$ cat config.mk
export PLATFORM = sky130hd
export DESIGN_NAME = updown_counter_n
export DESIGN_NICKNAME = d
export VERILOG_FILES = /design/src/rtl/updown_counter_n.sv
export SDC_FILE = /design/constraint.sdc
export NUM_CORES = 1
export LEC_CHECK = 0
export ABC_AREA = 0
export BUFFER_PORTS_ARGS = -buffer_cell sky130_fd_sc_hd__buf_4
export CAP_MARGIN = 20
export CORE_MARGIN = 5
export CORE_UTILIZATION = 30
export DETAILED_ROUTE_END_ITERATION = 16
export PLACE_DENSITY = 0.58
export SYNTH_ARGS = -nofsm -noshare
export SYNTH_HDL_FRONTEND = slang
export SYNTH_SLANG_ARGS = --single-unit
$ cat constraint.sdc
create_clock -name clk -period 1.3 [get_ports clk]
set_input_delay 0.26 -clock clk [delete_from_list [all_inputs] [get_ports clk]]
set_output_delay 0.26 -clock clk [all_outputs]
set_load 0.01 [all_outputs]
$ cat src/rtl/updown_counter_n.sv
// Parametrised up/down counter with programmable modulus, enable, clamped parallel load
// and wrap-or-saturate limit behaviour; tc pulses for every enabled step that hits a limit.
module updown_counter_n #(
    parameter int WIDTH    = 4,
    parameter int MODULUS  = 16,
    parameter bit SATURATE = 1'b0,
    parameter int INIT     = 0
) (
    input  logic             clk,
    input  logic             reset,
    input  logic             en,
    input  logic             up_dn,
    input  logic             load,
    input  logic [WIDTH-1:0] load_val,
    output logic [WIDTH-1:0] cnt_out,
    output logic             tc,
    output logic             at_max,
    output logic             at_min
);

    localparam logic [WIDTH:0] LIMIT  = (WIDTH+1)'(MODULUS - 1);
    localparam logic [WIDTH:0] INIT_V = (WIDTH+1)'(INIT);

    generate
        if (WIDTH < 1 || WIDTH > 16 || MODULUS < 2 || MODULUS > (1 << WIDTH) ||
            INIT < 0 || INIT >= MODULUS) begin : g_bad_params
            $error("updown_counter_n: illegal WIDTH/MODULUS/INIT combination");
        end
    endgenerate

    // State is kept one bit wider than the output so the limit compares never
    // depend on natural 2^WIDTH rollover; the top bit always stays zero.
    logic [WIDTH:0] cnt_q = INIT_V;
    logic           tc_q  = 1'b0;

    logic [WIDTH:0] load_ext;
    logic [WIDTH:0] load_next;
    logic [WIDTH:0] step_next;
    logic           step_tc;

    always_comb begin
        load_ext  = {1'b0, load_val};
        load_next = (load_ext > LIMIT) ? LIMIT : load_ext;
        step_next = cnt_q;
        step_tc   = 1'b0;
        if (!up_dn) begin
            if (cnt_q == LIMIT) begin
                step_tc   = 1'b1;
                step_next = SATURATE ? LIMIT : '0;
            end else begin
                step_next = cnt_q + 1'b1;
            end
        end else begin
            if (cnt_q == '0) begin
                step_tc   = 1'b1;
                step_next = SATURATE ? '0 : LIMIT;
            end else begin
                step_next = cnt_q - 1'b1;
            end
        end
    end

    always_ff @(posedge clk) begin
        if (!reset) begin
            cnt_q <= INIT_V;
            tc_q  <= 1'b0;
        end else if (load) begin
            cnt_q <= load_next;
            tc_q  <= 1'b0;
        end else if (en) begin
            cnt_q <= step_next;
            tc_q  <= step_tc;
        end else begin
            tc_q  <= 1'b0;
        end
    end

    assign cnt_out = cnt_q[WIDTH-1:0];
    assign tc      = tc_q;
    assign at_max  = (cnt_q == LIMIT);
    assign at_min  = (cnt_q == '0);

endmodule

==> results.md, run 1 <==
- Hold Path Class: in -> reg
- Largest net degree at the start of global routing: 10
- Detailed Routing Iterations Pass 1: 4
- Clock Path Buffers: 2
- Avg WL per Cell: 13.8 microns
- Syn nets: 69
- Pleak: 0.315 nW
- Yosys warnings: 0
- Placer Congestion: 0.839
- HPWL Detailed: 850 microns
- Layout fillers: 140
- Tightest Pin Transition: 344 ps
- FF/Latch Area: 130 sq um
- Antenna diodes: 0
- FP Rows: 14
- Mean Syn Cell Area: 8.22 sq um
- WHS: 260 ps
- Most area-consuming cells after synthesis: dfxtp_1, buf_4, ha_1
- Starting Density: 31.6%
- Worst slew margin: 77.0%
- Chip height: 49.9 microns
- Final Hold Viols: 0
- Wire length of the first global-routing pass: 1.89 mm
- Seq/Total Area, Yosys: 25.2%
- IO Pins: 16
- Via count: 492
- Kind of end point of the critical path: primary output
- Residual DRC: 0
- Clk root buf: clkbuf_4
- Tcrit/Tclk final: 108%
- Crit-path max FO: 3
- Critical path class: reg -> out
- Clk sinks: 6
- CORE AREA: 1510 sq um
- Util after Layout: 49.0%
- Most frequent cells after synthesis: dfxtp_1, buf_4, inv_1
- Startpoint types: register
- Power per Cell Area: 828 nW/um^2
- FF+latch count, synth: 6
- Worst-Skew Late Latency: 250 ps
- Most used flip-flop cell after synthesis: dfxtp_1
- Synth top area share: 25.2%
- Grt ovf: 0
- CP required: 1040 ps
- MaxCap Viol Count: 0
- Synth area leader: dfxtp_1
- VDD IR max: 0.300 mV
- Failing checks: setup timing
- Die area: 2490 sq um
- Post-route antenna net violation count: 0
- Fin crit period: 1400 ps
- CTS tree: done
- Vias per inst: 5.23
- Gr usage total: 10.1%
- Post-route setup slack: -101 ps
- Num CTS Buffers: 3
- Multi-input gate area: 359 sq um
- Peak Freq: 714 MHz
- Htree depth: 1
- Final Max Tran Viols: 0
- Crit path DAT: 1140 ps
- P&R area growth vs syn: 54.9%
- Initial antenna violation count: 0
- Most frequent cell after synthesis: dfxtp_1
- Async S/R FF share, synth: 0%
- Hold Buf Count CTS: 0
- Clock Skew: 1.54 ps
- Final Total Pwr: 612 uW
- Drt initial violations: 6
- Worst-path clk slew: 50 ps
- Layout cells sized above 1: 60.3%
- Port bufs: 15
- # nets final: 91
- WL final: 1.29 mm
- Status: finished with violations
- Mapped cell area: 477 sq um
- RSZ-0062 raised after global routing: yes
- Die W: 49.9 microns
- Cells after synthesis: 58
- Distinct cells, synth: 28
- Setup violators final: 4
- Vias in the first global route: 441
- Number of synthesized flops with an enable pin: 0
## path summary, 6_finish.rpt
check | from | endpoint | depth (start not counted) | slack (ps)
min reg2reg | cnt_q[4] | cnt_q[4] | 1 | 630
min | reset | cnt_q[1] | 2 | 260
max | cnt_q[0] | at_min | 5 | -100
max reg2reg | cnt_q[1] | cnt_q[2] | 7 | -40
## timing repair
item                       CTS  global route
cloned                       0             0
setup endpoints to repair    5             8
hold endpoints to repair     0             0
gates resized for setup     14            14
pin swaps                    5             7
setup buffers                5             0
## per-layer routing
layer	track usage (%)	vias up	routed length, microns	share of wire [%]
met5	0	-	0	0
met4	7.86	0	37	2.9
met3	3.61	5	100	7.7
met2	13.3	21	620	48
met1	12.8	225	535	41
li1	-	241	-	-
## metrics by stage
step | cell area, sq um | setup slack (ps) | instances | TNS (ps)
2_1_floorplan | 480 | -0.226 | 58 | -0.226
3_3_place_gp | 591 | -6.91 | 87 | -6.91
3_5_place_dp | 591 | -1.66 | 87 | -1.66
4_1_cts | 687 | -159 | 95 | -399
5_1_grt | 738 | -154 | 94 | -459
6_report | 738 | -101 | 94 | -232
## cell type report
type,count,share of cell area [%]
Multi-Input combinational cell,41,48.6
Timing Repair Buffer,23,24.4
Sequential cell,6,17.6
Inverter,5,3.56
Clock buffer,3,3.05
Tap cell,16,2.71
## registers in the layout, summed over array words and instances, names as in the netlist
register and flops:
tc 1, cnt_q 5
## worst max-delay path, cell delays in order, from the launching register on
cell	delay, ps
dfxtp_4	360
inv_4	60
ha_4	150
inv_4	40
nor4_2	120
buf_4	160
## cell usage in the layout (no fill, tap or decap), drive strengths merged
master / netlist / routed
nand2: 4 / 4
nor3: 1 / 1
nor2b: 2 / 2
nand4: 2 / 2
buf: 6 / 23
and3: 2 / 2
o21ai: 4 / 4
ha: 2 / 2
nand3: 2 / 2
nor2: 4 / 4
nor4: 1 / 1
nor3b: 1 / 1
o211ai: 1 / 1
a31oi: 2 / 2
a211oi: 1 / 1
xnor2: 2 / 2
o22ai: 1 / 1
inv: 5 / 5
mux2: 1 / 1
xor2: 1 / 1
nand2b: 2 / 2
a21oi: 3 / 3
dfxtp: 6 / 6
o311ai: 1 / 1
or4: 1 / 1
clkbuf: 0 / 3
## where the power goes
part           total (mW)  internal [mW]  switching [mW]
clock network       0.176          0.105          0.0714
logic               0.215          0.120          0.0954
registers           0.220          0.197          0.0238
total               0.612          0.421           0.191
## kinds of logic after synthesis
| family | synth area share (%) |
|---|---|
| buffers and inverters | 15.0 |
| xor gates and xnor gates | 5.51 |
| muxes | 2.36 |
| AOI/OAI and AO/OA | 17.3 |
| DFF | 25.2 |
| adders and majority gates | 5.25 |
| and+or+nand+nor | 29.4 |
Power figures use the tool's default switching activity.
==> inputs of run 2 (changes only) <==
- SKIP_LAST_GASP: default -> 1
==> results.md, run 2 (synthesized netlist as in run 1, its figures left out) <==
- Avg WL per Cell: 13.6 microns
- Status: finished with violations
- Startpoint types: register
- Hold Buf Count CTS: 0
- Placer Congestion: 0.839
- Tcrit/Tclk final: 108%
- Worst slew margin: 76.8%
- Initial antenna violation count: 0
- Clk pwr share: 28.9%
- Kind of end point of the critical path: primary output
- Setup violators final: 4
- Via count: 482
- Antenna diodes: 0
- Post-route antenna net violation count: 0
- RSZ-0062 raised after global routing: yes
- Final Hold Viols: 0
- Setup Slack @ Placement: -1.66 ps
- CTS tree: done
- Failing checks: setup timing
- Worst-Skew Late Latency: 250 ps
- Largest Register: cnt_q
- Reg2Reg Setup Slack: -50 ps
- Port bufs: 15
- HP Start: reset
- Chip height: 49.9 microns
- Num CTS Buffers: 3
- # nets final: 91
- Gr usage total: 10.1%
- IO Pins: 16
- Combinational share of power: 35.0%
- Worst reg-to-reg path cell count: 7
- Largest net degree at the start of global routing: 10
- Residual DRC: 0
- Final Total Pwr: 611 uW
- Worst-path clk slew: 50 ps
- Die W: 49.9 microns
- Commonest non-fill, non-tap cell in the layout: buf_4
- Worst flop-to-flop path startpoint: cnt_q[1]
- Layout cells sized above 1: 59.0%
- Peak Freq: 713 MHz
- Hold EP: cnt_q[1]
- Non-Filler Instances: 94
- Clock Skew: 2.38 ps
- Pleak: 0.314 nW
- Clk sinks: 6
- MaxCap Viol Count: 0
- Clk root buf: clkbuf_4
- Switch Pwr: 190 uW
- FP Rows: 14
- Tightest Pin Transition: 348 ps
- Largest register FFs: 5
- CP required: 1040 ps
- Vias per inst: 5.13
- HPWL Detailed: 850 microns
- Total internal power: 421 uW
- Critical path class: reg -> out
- Detailed Routing Iterations Pass 1: 2
- Vias in the first global route: 441
- Post-route setup slack: -102 ps
- Crit-path max FO: 3
- Crit path DAT: 1140 ps
- Die area: 2490 sq um
- Htree depth: 1
- Clock Path Buffers: 2
- Placed insts: 87
- WL final: 1.28 mm
- Flop pwr share: 36.0%
- CORE AREA: 1510 sq um
- Layout fillers: 142
- VDD IR max: 0.303 mV
- Fin crit period: 1400 ps
- Hold Path Class: in -> reg
- Grt ovf: 0
- P&R area growth vs syn: 54.1%
- Starting Density: 31.6%
- Hold depth: 2
- Wire length of the first global-routing pass: 1.89 mm
- Switch share: 31.1%
- Final setup TNS: -245 ps
- Final Max Tran Viols: 0
- Drt initial violations: 9
- Reg-to-Reg End: cnt_q[2]
- Power per Cell Area: 832 nW/um^2
- WHS: 259 ps
==> run 2: cell counts in the layout (fill, tap and decap cells not counted) <==
Identical to the previous run, type by type.
==> run 2: routing by layer <==
| metal | vias to the layer above | wire length (microns) | track usage [%] |
|---|---|---|---|
| met3 | 5 | 68 | 3.61 |
| li1 | 241 | - | - |
| met2 | 15 | 621 | 13.3 |
| met4 | 0 | 35 | 7.86 |
| met1 | 221 | 554 | 12.8 |
| met5 | - | 0 | 0 |
==> run 2: timing repair <==
action                                  4_1_cts  5_1_grt
gates resized for setup                      11       16
setup buffers                                 5        0
pin swaps                                     5        8
endpoints found under the setup margin        5        8
endpoints found under the hold margin         0        0
==> run 2: worst max-delay path: stages, from the launching register on <==
cell and delay, ps:
dfxtp_4 360, inv_4 60, ha_4 150, inv_4 40, nor4_2 120, buf_4 160
==> run 2: per-stage QoR <==
step / cell area (sq um) / utilization, %
3_5_place_dp: 591 / 39.2
4_1_cts: 683 / 45.3
6_report: 734 / 48.8
5_1_grt: 734 / 48.8
2_1_floorplan: 480 / -
3_3_place_gp: 591 / 39.2
==> run 2: power by group through the flow <==
| stage | Combinational (mW) | Clock (mW) | Sequential, mW |
|---|---|---|---|
| after CTS | 0.201 | 0.181 | 0.214 |
| final | 0.214 | 0.177 | 0.220 |
| after global placement | 0.163 | 0 | 0.214 |
| after detailed placement | 0.161 | 0 | 0.215 |
| after global routing | 0.233 | 0.201 | 0.222 |
| after floorplan | 0.105 | 0 | 0.215 |
==> run 2: how the worst max path moves through the flow <==
stage	from	end	slack (ps)	cells after the start
after global routing	cnt_q[0]	at_min	-150	5
after floorplan	cnt_q[1]	cnt_q[3]	-0.2	5
after detailed placement	cnt_q[1]	cnt_q[2]	-2	6
final	cnt_q[0]	at_min	-100	5
after global placement	cnt_q[1]	cnt_q[2]	-7	6
after CTS	cnt_q[1]	at_min	-160	5
==> run 2: final cells by class <==
class                           instances  area (sq um)  area share [%]
Sequential cell                         6           130            17.7
Inverter                                5          26.3            3.58
Clock buffer                            3          22.5            3.07
Tap cell                               16          20.0            2.73
Multi-Input combinational cell         41           355            48.4
Timing Repair Buffer                   23           180            24.5
==> inputs of run 3 (changes only) <==
- PLACE_DENSITY: 0.58 -> 0.56
- clock period: 1.3 -> 1.5 ns (I/O delays scaled with it)
==> results.md, run 3 (synthesized netlist as in run 1, its figures left out) <==
- Vias per inst: 5.09
- VDD IR max: 0.262 mV
- Largest stage delay, worst path: 380 ps
- Placed insts: 83
- Reg2Reg Setup Slack: 160 ps
- Hold Path Class: in -> reg
- Clk sinks: 6
- # nets final: 89
- Worst-Skew Late Latency: 250 ps
- HP Start: reset
- Commonest non-fill, non-tap cell in the layout: buf_4
- Non-Filler Instances: 92
- Reg-to-Reg End: cnt_q[3]
- Crit path DAT: 1150 ps
- Avg WL per Cell: 12.0 microns
- Critical path's slowest cell: dfxtp_4
- FP Rows: 14
- Crit path buf inv count: 1
- CTS tree: done
- Initial antenna violation count: 0
- Tcrit/Tclk final: 96.9%
- Hold Buf Count CTS: 0
- Drt initial violations: 10
- Crit-path max FO: 4
- Tightest Pin Transition: 294 ps
- Final Cell Area: 689 sq um
- CP Launch Point: cnt_q[1]
- WHS: 312 ps
- Residual DRC: 0
- Final Total Pwr: 505 uW
- Largest net degree at the start of global routing: 10
- Pleak: 0.288 nW
- Hold EP: cnt_q[1]
- Critical path cell sequence: ha_4 > nand3_4 > nor2_2 > buf_4
- HPWL Detailed: 780 microns
- Chip height: 49.9 microns
- Clock Skew: 6.78 ps
- Final setup TNS: 0 ps
- Post-route antenna net violation count: 0
- Detailed Routing Iterations Pass 1: 4
- Antenna diodes: 0
- Clk root buf: clkbuf_4
- Worst flop-to-flop path startpoint: cnt_q[1]
- Final Hold Viols: 0
- Die W: 49.9 microns
- Layout cells sized above 1: 53.9%
- Crit path max-delay family: flip-flops
- Critical path class: reg -> out
- Largest Register: cnt_q
- Worst-path clk slew: 50 ps
- Vias in the first global route: 425
- Grt ovf: 0
- Peak Freq: 688 MHz
- Setup violators final: 0
- Post-place instance area: 557 sq um
- Port bufs: 15
- Power per Cell Area: 732 nW/um^2
- Final Max Tran Viols: 0
- Placer Congestion: 0.858
- CP required: 1200 ps
- CORE AREA: 1510 sq um
- P&R area growth vs syn: 44.6%
- Kind of end point of the critical path: primary output
- WL final: 1.10 mm
- Commonest cells after routing, fill and taps aside: buf_4, nand2_1, o21ai_0
- IO Pins: 16
- Hold depth: 2
- Wire length of the first global-routing pass: 1.86 mm
- Die area: 2490 sq um
- MaxCap Viol Count: 0
- Largest register FFs: 5
- Status: finished clean
- Clock Path Buffers: 2
- Startpoint types: register
- Via count: 468
- Worst reg-to-reg path cell count: 5
- RSZ-0062 raised after global routing: yes
- Gr usage total: 9.65%
- Starting Density: 31.6%
- Worst slew margin: 80.1%
- Fin crit period: 1450 ps
- Htree depth: 1
- Num CTS Buffers: 3
- Layout fillers: 144
run 3: cell count changes in the layout (fill, tap and decap cells not counted), sizes merged:
| cell | delta |
|---|---|
| buf | -2 |
run 3: metal layers:
metal | track usage (%) | routed length [microns] | vias to the layer above
li1 | - | - | 237
met1 | 12.3 | 520 | 207
met2 | 13.3 | 474 | 20
met3 | 3.31 | 86 | 4
met4 | 6.55 | 23 | 0
met5 | 0 | 0 | -
run 3: area by class of cell:
type                    instances  area, sq um  area share [%]
inverters                       5         26.3            3.81
well taps                      16         20.0            2.90
clock buffers                   3         22.5            3.27
flip-flops and latches          6          130            18.9
repair buffers                 21          158            22.9
multi-input cells              41          333            48.3
run 3: how the worst max path moves through the flow:
stage | slack [ps] | end | cells after the start
after floorplan | 160 | cnt_q[3] | 5
after global placement | 90 | cnt_q[3] | 5
after detailed placement | 50 | cnt_q[1] | 6
after CTS | 4 | at_min | 5
after global routing | 5 | at_min | 5
final | 50 | at_max | 4
run 3: what timing repair did:
action / CTS / global route
gates resized for setup: 12 / 7
pin swaps: 2 / 4
setup buffers: 4 / 2
setup endpoints to repair: 2 / 2
run 3: power by group:
part	leakage, nW	switching [mW]	internal [mW]
clock network	0.0138	0.0593	0.0906
registers	0.0512	0.0225	0.170
logic	0.224	0.0710	0.0910
total	0.288	0.153	0.352
run 3: metrics by stage:
step / worst slack (ps) / utilization (%)
2_1_floorplan: 158 / -
3_3_place_gp: 93.2 / 37.0
3_5_place_dp: 52.5 / 37.0
4_1_cts: 4.29 / 42.5
5_1_grt: 5.25 / 45.8
6_report: 47.2 / 45.8
